File: src/rtl/rgb_pwm_fader_pkg.sv
// Shared encodings for the RGB PWM fader: channel modes, ramp direction, width helper.
// Latency: n/a (types and constants only).
// Backpressure: n/a.
package rgb_pkg;

  typedef enum logic [1:0] {
    MODE_OFF     = 2'd0,
    MODE_STATIC  = 2'd1,
    MODE_BLINK   = 2'd2,
    MODE_BREATHE = 2'd3
  } mode_t;

  typedef enum logic {
    DIR_UP   = 1'b0,
    DIR_DOWN = 1'b1
  } dir_t;

  // Counter/index width for n states, never narrower than one bit.
  function automatic int width_min1(input int n);
    return (n > 1) ? $clog2(n) : 1;
  endfunction

endpackage

File: src/rtl/rgb_pwm_fader_if.sv
// Write bus into the fader: one-cycle strobe carrying channel, mode and level.
// Latency: n/a (wiring only).
// Backpressure: none; every strobe is accepted, the last one before commit wins.
interface rgb_pwm_fader_if
  import rgb_pkg::*;
#(
  parameter int CHAN_W   = 2,
  parameter int PWM_BITS = 8
);
  logic                wr_en;
  logic [CHAN_W-1:0]   wr_chan;
  mode_t               wr_mode;
  logic [PWM_BITS-1:0] wr_level;

  modport master (output wr_en, wr_chan, wr_mode, wr_level);
  modport slave  (input  wr_en, wr_chan, wr_mode, wr_level);
endinterface

File: src/rtl/rgb_channel.sv
// One PWM channel: shadow/active settings, blink and breathe sequencing, PWM compare.
// Latency: pwm is one register stage behind pwm_cnt; settings commit at period end.
// Backpressure: none; a write while pending simply overwrites the shadow copy.
module rgb_channel
  import rgb_pkg::*;
#(
  parameter int PWM_BITS      = 8,
  parameter int BLINK_PERIODS = 128
) (
  input  logic                clk,
  input  logic                rst,
  input  logic                period_end,
  input  logic [PWM_BITS-1:0] pwm_cnt,
  input  logic                wr_hit,
  input  mode_t               wr_mode,
  input  logic [PWM_BITS-1:0] wr_level,
  output logic                pwm,
  output logic                pending
);
  localparam int BC_W = width_min1(BLINK_PERIODS);

  mode_t               act_mode, act_mode_nxt;
  mode_t               sh_mode, sh_mode_nxt;
  logic [PWM_BITS-1:0] act_level, act_level_nxt;
  logic [PWM_BITS-1:0] sh_level, sh_level_nxt;
  logic [PWM_BITS-1:0] duty, duty_nxt;
  dir_t                dir, dir_nxt;
  logic                blink_on, blink_on_nxt;
  logic [BC_W-1:0]     blink_cnt, blink_cnt_nxt;
  logic                pending_nxt;
  logic                pwm_nxt;
  logic [PWM_BITS-1:0] eff_duty;

  // Next-state: shadow capture, period-boundary commit, blink/breathe stepping, PWM compare.
  always_comb begin
    act_mode_nxt  = act_mode;
    act_level_nxt = act_level;
    sh_mode_nxt   = sh_mode;
    sh_level_nxt  = sh_level;
    duty_nxt      = duty;
    dir_nxt       = dir;
    blink_on_nxt  = blink_on;
    blink_cnt_nxt = blink_cnt;
    pending_nxt   = pending;
    eff_duty      = '0;

    if (wr_hit) begin
      sh_mode_nxt  = wr_mode;
      sh_level_nxt = wr_level;
    end

    if (period_end) begin
      if (pending || wr_hit) begin
        // A write landing on the boundary itself bypasses the shadow so it is not lost.
        act_mode_nxt  = wr_hit ? wr_mode  : sh_mode;
        act_level_nxt = wr_hit ? wr_level : sh_level;
        duty_nxt      = '0;
        dir_nxt       = DIR_UP;
        blink_on_nxt  = 1'b1;
        blink_cnt_nxt = '0;
        pending_nxt   = 1'b0;
      end else begin
        case (act_mode)
          MODE_BLINK: begin
            if (blink_cnt == BC_W'(BLINK_PERIODS - 1)) begin
              blink_cnt_nxt = '0;
              blink_on_nxt  = ~blink_on;
            end else begin
              blink_cnt_nxt = blink_cnt + BC_W'(1);
            end
          end
          MODE_BREATHE: begin
            // Hold one extra period at each extreme while turning around.
            if (dir == DIR_UP) begin
              if (duty < act_level) duty_nxt = duty + PWM_BITS'(1);
              else                  dir_nxt  = DIR_DOWN;
            end else begin
              if (duty != '0) duty_nxt = duty - PWM_BITS'(1);
              else            dir_nxt  = DIR_UP;
            end
          end
          default: ;
        endcase
      end
    end else if (wr_hit) begin
      pending_nxt = 1'b1;
    end

    case (act_mode)
      MODE_STATIC:  eff_duty = act_level;
      MODE_BLINK:   eff_duty = blink_on ? act_level : '0;
      MODE_BREATHE: eff_duty = duty;
      default:      eff_duty = '0;
    endcase

    // All-ones duty means solid on rather than on for all but one tick.
    pwm_nxt = (pwm_cnt < eff_duty) || (&eff_duty);
  end

  // State register; reset drops every setting back to OFF.
  always_ff @(posedge clk) begin
    if (rst) begin
      act_mode  <= MODE_OFF;
      act_level <= '0;
      sh_mode   <= MODE_OFF;
      sh_level  <= '0;
      duty      <= '0;
      dir       <= DIR_UP;
      blink_on  <= 1'b0;
      blink_cnt <= '0;
      pending   <= 1'b0;
      pwm       <= 1'b0;
    end else begin
      act_mode  <= act_mode_nxt;
      act_level <= act_level_nxt;
      sh_mode   <= sh_mode_nxt;
      sh_level  <= sh_level_nxt;
      duty      <= duty_nxt;
      dir       <= dir_nxt;
      blink_on  <= blink_on_nxt;
      blink_cnt <= blink_cnt_nxt;
      pending   <= pending_nxt;
      pwm       <= pwm_nxt;
    end
  end

endmodule

File: src/rtl/rgb_pwm_fader.sv
// Multi-channel PWM LED fader with OFF/STATIC/BLINK/BREATHE modes and glitch-free updates.
// Latency: pwm registered one cycle after pwm_cnt; writes commit at the next period end.
// Backpressure: none; writes to channels outside 0..CHANNELS-1 are dropped.
module rgb_pwm_fader
  import rgb_pkg::*;
#(
  parameter int CHANNELS      = 3,
  parameter int PWM_BITS      = 8,
  parameter int PRESCALE      = 188,
  parameter int BLINK_PERIODS = 128
) (
  input  logic                clk,
  input  logic                rst,
  rgb_pwm_fader_if.slave      wr,
  output logic [CHANNELS-1:0] pwm,
  output logic [CHANNELS-1:0] pending
);
  localparam int CHAN_W = width_min1(CHANNELS);
  localparam int PS_W   = width_min1(PRESCALE);

  logic [PS_W-1:0]     presc;
  logic [PWM_BITS-1:0] pwm_cnt;
  logic                tick;
  logic                period_end;
  logic [CHANNELS-1:0] wr_hit;

  assign tick       = (presc == PS_W'(PRESCALE - 1));
  assign period_end = tick && (&pwm_cnt);

  // Shared timebase: prescaler produces ticks, pwm_cnt walks one PWM period.
  always_ff @(posedge clk) begin
    if (rst) begin
      presc   <= '0;
      pwm_cnt <= '0;
    end else begin
      presc <= tick ? '0 : presc + PS_W'(1);
      if (tick) pwm_cnt <= pwm_cnt + PWM_BITS'(1);
    end
  end

  genvar c;
  generate
    for (c = 0; c < CHANNELS; c++) begin : g_chan
      // An out-of-range wr_chan matches no instance, so it changes nothing.
      assign wr_hit[c] = wr.wr_en && (wr.wr_chan == CHAN_W'(c));

      rgb_channel #(
        .PWM_BITS      (PWM_BITS),
        .BLINK_PERIODS (BLINK_PERIODS)
      ) u_chan (
        .clk        (clk),
        .rst        (rst),
        .period_end (period_end),
        .pwm_cnt    (pwm_cnt),
        .wr_hit     (wr_hit[c]),
        .wr_mode    (wr.wr_mode),
        .wr_level   (wr.wr_level),
        .pwm        (pwm[c]),
        .pending    (pending[c])
      );
    end
  endgenerate

endmodule

File: src/flat_wrapper.sv
// flat-port wrapper written by rule: the top's interface ports become plain ports
module rgb_pwm_fader_flat import rgb_pkg::*;
#(
  parameter int CHANNELS      = 3,
  parameter int PWM_BITS      = 8,
  parameter int PRESCALE      = 188,
  parameter int BLINK_PERIODS = 128
)
  (clk, rst, pwm, pending, wr_wr_en, wr_wr_chan, wr_wr_mode, wr_wr_level);
  rgb_pwm_fader_if #(.CHAN_W(2), .PWM_BITS(PWM_BITS)) wr_i ();
  input  logic clk;
  input  logic rst;
  output logic [CHANNELS-1:0] pwm;
  output logic [CHANNELS-1:0] pending;
  input wire logic [$bits(wr_i.wr_en)-1:0] wr_wr_en;
  input wire logic [$bits(wr_i.wr_chan)-1:0] wr_wr_chan;
  input wire logic [$bits(wr_i.wr_mode)-1:0] wr_wr_mode;
  input wire logic [$bits(wr_i.wr_level)-1:0] wr_wr_level;
  assign wr_i.wr_en = wr_wr_en;
  assign wr_i.wr_chan = wr_wr_chan;
  assign wr_i.wr_mode = wr_wr_mode;
  assign wr_i.wr_level = wr_wr_level;
  rgb_pwm_fader #(.CHANNELS(CHANNELS), .PWM_BITS(PWM_BITS), .PRESCALE(PRESCALE), .BLINK_PERIODS(BLINK_PERIODS)) u_core (.clk(clk), .rst(rst), .wr(wr_i), .pwm(pwm), .pending(pending));
endmodule
File: config.mk
export PLATFORM = sky130hd
export DESIGN_NAME = rgb_pwm_fader_flat
export DESIGN_NICKNAME = d
export VERILOG_FILES = /design/src/rtl/rgb_pwm_fader_pkg.sv /design/src/rtl/rgb_pwm_fader_if.sv /design/src/rtl/rgb_channel.sv /design/src/rtl/rgb_pwm_fader.sv /design/src/flat_wrapper.sv
export SDC_FILE = /design/constraint.sdc
export NUM_CORES = 1
export LEC_CHECK = 0
export CAP_MARGIN = 10
export CORE_MARGIN = 2
export CORE_UTILIZATION = 58
export DETAILED_ROUTE_END_ITERATION = 7
export DONT_BUFFER_PORTS = 1
export GPL_ROUTABILITY_DRIVEN = 0
export MAX_ROUTING_LAYER = met4
export PLACE_DENSITY = 0.8
export SLEW_MARGIN = 20
export SYNTH_ARGS = -nofsm -noshare
export SYNTH_HDL_FRONTEND = slang
export SYNTH_SLANG_ARGS = --single-unit
File: constraint.sdc
create_clock -name clk -period 2.9 [get_ports clk]
set_input_delay 0.29 -clock clk [delete_from_list [all_inputs] [get_ports clk]]
set_output_delay 0.29 -clock clk [all_outputs]
set_load 0.02 [all_outputs]
==> results of run 1 <==
## synthesized netlist by cell type (4+ instances only)
master and instances:
dfxtp_1 133, nor2_1 117, ha_1 65, nand2_1 64
a21oi_1 59, o21ai_0 42, nand3_1 36, mux2i_1 34
inv_1 31, clkbuf_1 26, o22a_1 22, xor2_1 22
a22oi_1 19, xnor2_1 19, nor3_1 15, a22o_1 13
or3_1 12, nor2b_1 10, a21o_1 9, nand4_1 9
buf_1 7, nand2b_1 7, buf_4 6, nor4_1 6
and4_1 5, o211ai_1 5, and2_1 4, and3_1 4
mux2_2 4, nor3b_1 4, o21a_1 4, or2_2 4
## worst register-to-register path, stage by stage, from the launching register on
cell	delay, ns
dfxtp_1	0.37
ha_1	0.27
nand3_4	0.14
nor3_2	0.35
nand2_1	0.15
nor3_2	0.30
o211ai_1	0.36
or3_1	0.41
a21oi_1	0.13
## stage by stage
| step | hold slack [ns] | setup WS (ns) | instances | power (mW) | util |
|---|---|---|---|---|---|
| finish | 0.0295 | 0.351 | 1048 | 4.05 | 0.653 |
| global route | 0.0215 | 0.123 | 1048 | 4.16 | 0.653 |
| CTS | 0.00194 | 0.371 | 1048 | 4.07 | 0.653 |
| detailed placement | 0.379 | 0.428 | 1014 | 2.01 | 0.605 |
| global placement | 0.377 | 0.443 | 1014 | 2.00 | 0.605 |
| floorplan | 0.430 | 0.701 | 871 | 2.00 | - |
## power by group through the flow
| stage | clock network (mW) | registers, mW | logic (mW) |
|---|---|---|---|
| floorplan | 0 | 1.89 | 0.102 |
| global placement | 0 | 1.90 | 0.106 |
| detailed placement | 0 | 1.90 | 0.107 |
| CTS | 2.08 | 1.86 | 0.131 |
| global route | 2.16 | 1.86 | 0.144 |
| finish | 2.06 | 1.86 | 0.131 |
## cell type report
type / count / area (um2)
Clock buffer: 19 / 443
Inverter: 31 / 116
Timing Repair Buffer: 14 / 128
Multi-Input combinational cell: 666 / 4550
Sequential cell: 133 / 2660
Fill cell: 1059 / 4380
Tap cell: 172 / 215
Clock inverter: 13 / 124
## worst paths after layout
path                   start  cells past startpoint                                  end
max          u_core.presc[0]                      8      u_core.g_chan[0].u_chan.duty[0]
min                      rst                      1  u_core.g_chan[0].u_chan.sh_level[4]
max reg2reg  u_core.presc[0]                      8      u_core.g_chan[0].u_chan.duty[0]
min reg2reg  u_core.presc[0]                      1                      u_core.presc[0]
## registers in the layout (all words and copies together), names as in the netlist
name	cells
u_core.g_chan.u_chan.act_level	24
u_core.g_chan.u_chan.act_mode	6
u_core.g_chan.u_chan.blink_cnt	21
u_core.g_chan.u_chan.blink_on	3
u_core.g_chan.u_chan.dir	3
u_core.g_chan.u_chan.duty	24
u_core.g_chan.u_chan.pending	3
u_core.g_chan.u_chan.pwm	3
u_core.g_chan.u_chan.sh_level	24
u_core.g_chan.u_chan.sh_mode	6
u_core.presc	8
u_core.pwm_cnt	8
## layer usage
metal | vias to the layer above | track usage | part of all wire
met5 | - | - | 0
li1 | 3118 | - | -
met3 | 28 | 0.0669 | 0.053
met1 | 3035 | 0.355 | 0.47
met2 | 160 | 0.427 | 0.46
met4 | 0 | 0.0881 | 0.017
## logic make-up (layout without fill, tap and decap cells)
family,count (synthesis),count (layout),synth area share
multiplexers,38,38,0.0513
flip-flops,133,133,0.355
buffers and inverters,72,77,0.0402
XOR/XNOR,41,41,0.0478
AND/OR/NAND/NOR,314,314,0.209
adder cells (fa/ha/maj),68,68,0.116
AO/OA/AOI/OAI,205,205,0.181
==> Flow_metrics.wiki, run 1 <==
{| class="wikitable"
! Metric !! Value
|-
| Worst path arrival time || approximately 2.9 ns
|-
| Minimum clock period || between 2 and 3 ns
|-
| Global-route wire length before repair || 30.0 mm
|-
| Worst-Skew Late Latency || 0.43 ns
|-
| TNS Setup || 0 ns
|-
| Total of hold buffers inserted after clock tree synthesis || 2
|-
| Area share of the largest cell type after synthesis || 0.355
|-
| Die Footprint || 0.0139 mm2
|-
| Outcome || completed
|-
| Post-Syn Nets || 954
|-
| Launching element type of the critical path || register
|-
| Sequential cell area fraction in the yosys report || 0.355
|-
| Static power due to leakage || 3.48 nW
|-
| TritonCTS clock tree || yes
|-
| Depth of the CTS H-tree || 4
|-
| Most frequent standard cell in the layout excluding fill and tap cells || dfxtp_1
|-
| Routed wire per std cell || 16.8 um
|-
| Gr ovfl total || 0
|-
| Internal portion of total power || 3.10 mW
|-
| Fraction of final layout cells with drive strength greater than 1 || 0.0765
|-
| List of cells traversed by the critical path || ha_1 -> nand3_4 -> nor3_2 -> nand2_1 -> nor3_2 -> o211ai_1 -> or3_1 -> a21oi_1
|-
| Via density per instance || 6.05
|-
| Period Utilization, post-route || 0.879
|-
| Pin count of the biggest net entering global routing || 65
|-
| Most frequent cells in the layout || 133 x dfxtp_1, 117 x nor2_1, 65 x ha_1, 64 x nand2_1, 59 x a21oi_1
|-
| Root buffer selected by CTS || clkbuf_16
|-
| Initial standard-cell utilization of the core || 0.595
|-
| Finished layout cell area || 0.00824 mm2
|-
| Post-DRT Antenna Nets || 0
|-
| Maximum vdd drop || 0.366 mV
|-
| Final setup violation count || 0
|-
| Top_reg_cell synth || dfxtp_1
|-
| Mapped cell area || 0.00751 mm2
|-
| Clk sink count || around 130
|-
| Warnings, synthesis || 0
|-
| Switching part of the total || 0.234
|-
| Fmax || 392 MHz
|-
| Global Route Usage Sum || 0.276
|-
| Leading cell types by total area after synthesis || dfxtp_1 35%, ha_1 11%, nor2_1 5.9%
|-
| Total Wirelength || 17.6 mm
|-
| Cell type group with the largest total delay on the critical path || simple AND/OR/NAND/NOR gates
|-
| Worst-Margin Slew || between 0.9 and 1 ns
|-
| Number of placed I/O pins || 21
|-
| DRT iter0 DRCs || 507
|-
| First drt pass iteration count || 5
|-
| Pins over their slew limit || 0
|-
| Buffers inserted by post-CTS timing repair || 0
|-
| Sum of buffers and inverters on the critical path || 0
|-
| Worst relative slew slack || 0.350
|-
| Maximum clock path buffer count || 2
|-
| Clock buffer count from CTS || 17
|-
| Port bufs || 0
|-
| Number of hold violations in the final report || 0
|-
| Leading area contributor after synthesis || dfxtp_1
|-
| Instance count of the mapped netlist || 871
|-
| Delay of the slowest critical-path stage || 0.41 ns
|-
| Post-Place Cell Area || 0.00763 mm2
|-
| Final setup skew || 0.00703 ns
|-
| Worst path most repeated cell || nor3_2
|-
| Total via count in the routed design || 6341
|-
| Highest net fanout along the worst path || 9
|-
| Number of remaining DRC errors || 0
|-
| Cell row count || 41
|-
| Avg Synthesized Cell Area || 8.62 um2
|-
| Area growth syn-to-layout || 9.72%
|-
| Number of synthesized flops with an enable pin || 0
|-
| Reg-to-reg slack, setup || 0.35 ns
|-
| Initial antenna violation count || 0
|-
| Number of distinct standard cells referenced by the synthesized netlist || 66
|-
| Vias in the first global route || 6128
|-
| Unrepaired setup endpoints after global routing || false
|-
| Proportion of power drawn by combinational gates || 0.032
|-
| Die Y-Extent || 118 um
|-
| Data required time at the worst endpoint || 3.26 ns
|-
| Number of cells upsized or downsized after cts || 0
|-
| Hpwl dp || 12.4 mm
|-
| Class of the tightest hold or removal check || in2reg
|-
| Clock slew at reported path FFs || 0.06 ns
|-
| Power spent charging and discharging nets || roughly 0.95 mW
|-
| Die Width || ~120 um
|-
| Kind of critical path || reg2reg
|-
| Core area || 0.0126 mm2
|-
| Worst setup EP type || register
|-
| Yosys reg bits || 133
|-
| FFs w/ async S/R, synth || 0
|-
| Power Density || 492 mW/mm2
|-
| Standard cell with the maximum stage delay on the critical path || or3_1
|-
| Net count of the finished layout || 946
|-
| Max-capacitance violation count || 0
|-
| Antenna diodes || 0
|-
| Seq pwr share || 0.459
|-
| Proportion of power drawn by the clock network || 0.509
|}
Power figures use the tool's default switching activity.
==> inputs of run 2 (changes only) <==
--- a/config.mk
+++ b/config.mk
@@ -6,14 +6,16 @@
 export NUM_CORES = 1
 export LEC_CHECK = 0
 export CAP_MARGIN = 10
+export CORE_ASPECT_RATIO = 1.5
 export CORE_MARGIN = 2
 export CORE_UTILIZATION = 58
 export DETAILED_ROUTE_END_ITERATION = 7
 export DONT_BUFFER_PORTS = 1
 export GPL_ROUTABILITY_DRIVEN = 0
 export MAX_ROUTING_LAYER = met4
-export PLACE_DENSITY = 0.8
+export PLACE_DENSITY = 0.82
 export SLEW_MARGIN = 20
 export SYNTH_ARGS = -nofsm -noshare
 export SYNTH_HDL_FRONTEND = slang
 export SYNTH_SLANG_ARGS = --single-unit
+export TNS_END_PERCENT = 5
==> constraint.sdc (replaced) <==
create_clock -name clk -period 2.05 [get_ports clk]
set_input_delay 0.205 -clock clk [delete_from_list [all_inputs] [get_ports clk]]
set_output_delay 0.205 -clock clk [all_outputs]
set_load 0.02 [all_outputs]
==> run 2 against run 1 <==
The flow now finishes with violations (negative hold slack, negative setup slack). Critical path depth is 1 lower. Hold slack worse by 0.041 ns. Clock power up 60%. Die area increased by 0.13%. Combinational power grew 87%. Clock skew grew 0.0024 ns.
==> Flow_metrics.wiki, run 2 (synthesized netlist as in run 1, its figures left out) <==
{| class="wikitable"
! Metric !! Value
|-
| Outcome || finished with violations
|-
| Violated checks || negative hold slack, negative setup slack
|-
| Unrepaired setup endpoints after global routing || true
|-
| Global-route wire length before repair || around 37 mm
|-
| Highest net fanout along the worst path || 13
|-
| Area growth syn-to-layout || 32.1%
|-
| Worst setup EP type || register
|-
| Total via count in the routed design || 7869
|-
| Initial antenna violation count || 0
|-
| Number of remaining DRC errors || 0
|-
| First drt pass iteration count || 7
|-
| Worst flop-to-flop path startpoint || u_core.g_chan[2].u_chan.act_mode[1]
|-
| Depth of the CTS H-tree || 4
|-
| Final setup violation count || 25
|-
| Clock slew at reported path FFs || around 0.060 ns
|-
| Tot Pwr || a little over 6 mW
|-
| Leading registers by flop count || u_core.g_chan.u_chan.act_level (24), u_core.g_chan.u_chan.duty (24), u_core.g_chan.u_chan.sh_level (24)
|-
| Class of the tightest hold or removal check || in2reg
|-
| Filler cell count in the final layout || approximately 670
|-
| Core area || 0.0126 mm2
|-
| Net count of the finished layout || approximately 1.1k
|-
| Data required time at the worst endpoint || 2.33 ns
|-
| Kind of critical path || reg2reg
|-
| Worst-Margin Slew || 0.697 ns
|-
| Final setup skew || 0.00943 ns
|-
| Maximum vdd drop || 0.572 mV
|-
| Pin count of the biggest net entering global routing || 72
|-
| Number of placed I/O pins || 21
|-
| Maximum clock path buffer count || 2
|-
| Die Width || between 90 and 100 um
|-
| Period Utilization, post-route || 1.22
|-
| Fraction of final layout cells with drive strength greater than 1 || 0.308
|-
| Worst relative slew slack || 0.535
|-
| Hold Crit Start || rst
|-
| Hold Crit Depth || 2
|-
| Post-DRT Antenna Nets || 0
|-
| Clock buffer count from CTS || 17
|-
| Reg-to-reg slack, setup || -0.45 ns
|-
| Max-capacitance violation count || 0
|-
| Hold EP || u_core.g_chan[1].u_chan.blink_cnt[3]
|-
| Number of hold violations in the final report || 5
|-
| Via density per instance || 6.75
|-
| Power Density || 622 mW/mm2
|-
| Finished layout cell area || 0.00992 mm2
|-
| Setup slack of the critical path after layout || -0.447 ns
|-
| Most frequent standard cell in the layout excluding fill and tap cells || buf_4
|-
| Vias in the first global route || 7644
|-
| Most frequent cells in the layout || 134 x buf_4, 107 x nor2_1, 107 x dfxtp_1, 63 x nand2_1, 50 x ha_1
|-
| Worst path arrival time || 2.78 ns
|-
| Antenna diodes || 0
|-
| Total area of sequential cells || roughly 0.0027 mm2
|-
| Port bufs || 0
|-
| Initial standard-cell utilization of the core || 0.597
|-
| Reg-to-Reg End || u_core.g_chan[2].u_chan.pwm
|-
| Die Y-Extent || approximately 140 um
|-
| Fmax || roughly 400 MHz
|-
| Post-Place Cell Area || 0.00848 mm2
|-
| Routed wire per std cell || 23.3 um
|-
| Worst-Skew Late Latency || about 0.43 ns
|-
| Clk sink count || 133
|-
| Hpwl dp || 13.8 mm
|-
| Worst hold slack || -0.0111 ns
|-
| TritonCTS clock tree || yes
|-
| Area taken by multi-input logic gates || 0.00511 mm2
|-
| Worst r2r path cells || 7
|-
| Utilization after layout || 0.789
|-
| Minimum clock period || 2.50 ns
|-
| Die Footprint || 0.0139 mm2
|-
| Total Wirelength || 27.1 mm
|-
| Global Route Usage Sum || 0.341
|-
| Static power due to leakage || about 4.3 nW
|-
| TNS Setup || -1.97 ns
|-
| Cell row count || 50
|-
| DRT iter0 DRCs || 710
|-
| Launching element type of the critical path || register
|-
| Pins over their slew limit || 0
|-
| Root buffer selected by CTS || clkbuf_16
|-
| Gr ovfl total || 0
|}
## run 2: cell types whose count changed in the layout (fill, tap and decap cells not counted), sizes merged
cell         before  now
buf              13  142
bufinv            1    4
clkbuf           19   21
clkinv            5    2
dlygate4sd3       1    6
inv              35   33
## run 2: what timing repair did
| action | CTS | global route |
|---|---|---|
| hold buffers | 7 | 0 |
| endpoints found under the setup margin | 42 | 67 |
| pin swaps | 18 | 44 |
| gates resized for setup | 54 | 99 |
| buffers inserted | 3 | 13 |
| endpoints found under the hold margin | 71 | 0 |
## run 2: worst max-delay path by stage
| stage | from | to | slack [ns] | cells past startpoint |
|---|---|---|---|---|
| final | u_core.g_chan[2].u_chan.act_mode[1] | u_core.g_chan[2].u_chan.pwm | -0.45 | 7 |
| after floorplan | u_core.g_chan[2].u_chan.act_level[4] | u_core.g_chan[2].u_chan.duty[3] | -0.07 | 9 |
| after CTS | u_core.g_chan[0].u_chan.act_mode[1] | u_core.g_chan[0].u_chan.pwm | -0.05 | 11 |
| after global placement | u_core.g_chan[2].u_chan.act_level[4] | u_core.g_chan[2].u_chan.duty[4] | -0.15 | 9 |
| after detailed placement | u_core.g_chan[2].u_chan.act_level[4] | u_core.g_chan[2].u_chan.duty[5] | -0.24 | 9 |
| after global routing | u_core.g_chan[2].u_chan.act_mode[1] | u_core.g_chan[2].u_chan.pwm | -0.46 | 7 |
## run 2: layout make-up
cell class | instances | share of cell area
Timing Repair Buffer | 148 | 0.118
Clock buffer | 21 | 0.0454
Clock inverter | 11 | 0.0175
Sequential cell | 133 | 0.272
Tap cell | 156 | 0.0197
Inverter | 31 | 0.0117
Multi-Input combinational cell | 666 | 0.515
## run 2: where the power goes
part	total, mW	internal [mW]	switching, mW	leakage, nW
combinational	0.245	0.0898	0.155	2.92
sequential	2.63	2.61	0.0173	1.09
clock	3.30	2.07	1.23	0.294
## run 2: layer usage
| layer | GRT usage | vias up | part of all wire | wire (um) |
|---|---|---|---|---|
| li1 | - | 3379 | - | - |
| met1 | 0.324 | 3687 | 0.33 | 8870 |
| met2 | 0.588 | 546 | 0.48 | 13000 |
| met3 | 0.0798 | 257 | 0.092 | 2490 |
| met4 | 0.282 | 0 | 0.10 | 2720 |
| met5 | - | - | 0 | 0 |
## run 2: critical path, stage by stage (launching register included)
cell	delay (ns)
dfxtp_2	0.43
buf_4	0.24
o21ai_0	0.15
a22oi_1	0.56
ha_1	0.22
o21ai_0	0.12
a211oi_1	0.42
o21ai_1	0.19
## run 2: through the flow
stage / setup WS [ns] / cells
6_report: -0.447 / 1166
4_1_cts: -0.0536 / 1153
3_3_place_gp: -0.153 / 1111
3_5_place_dp: -0.243 / 1111
2_1_floorplan: -0.0741 / 871
5_1_grt: -0.462 / 1166
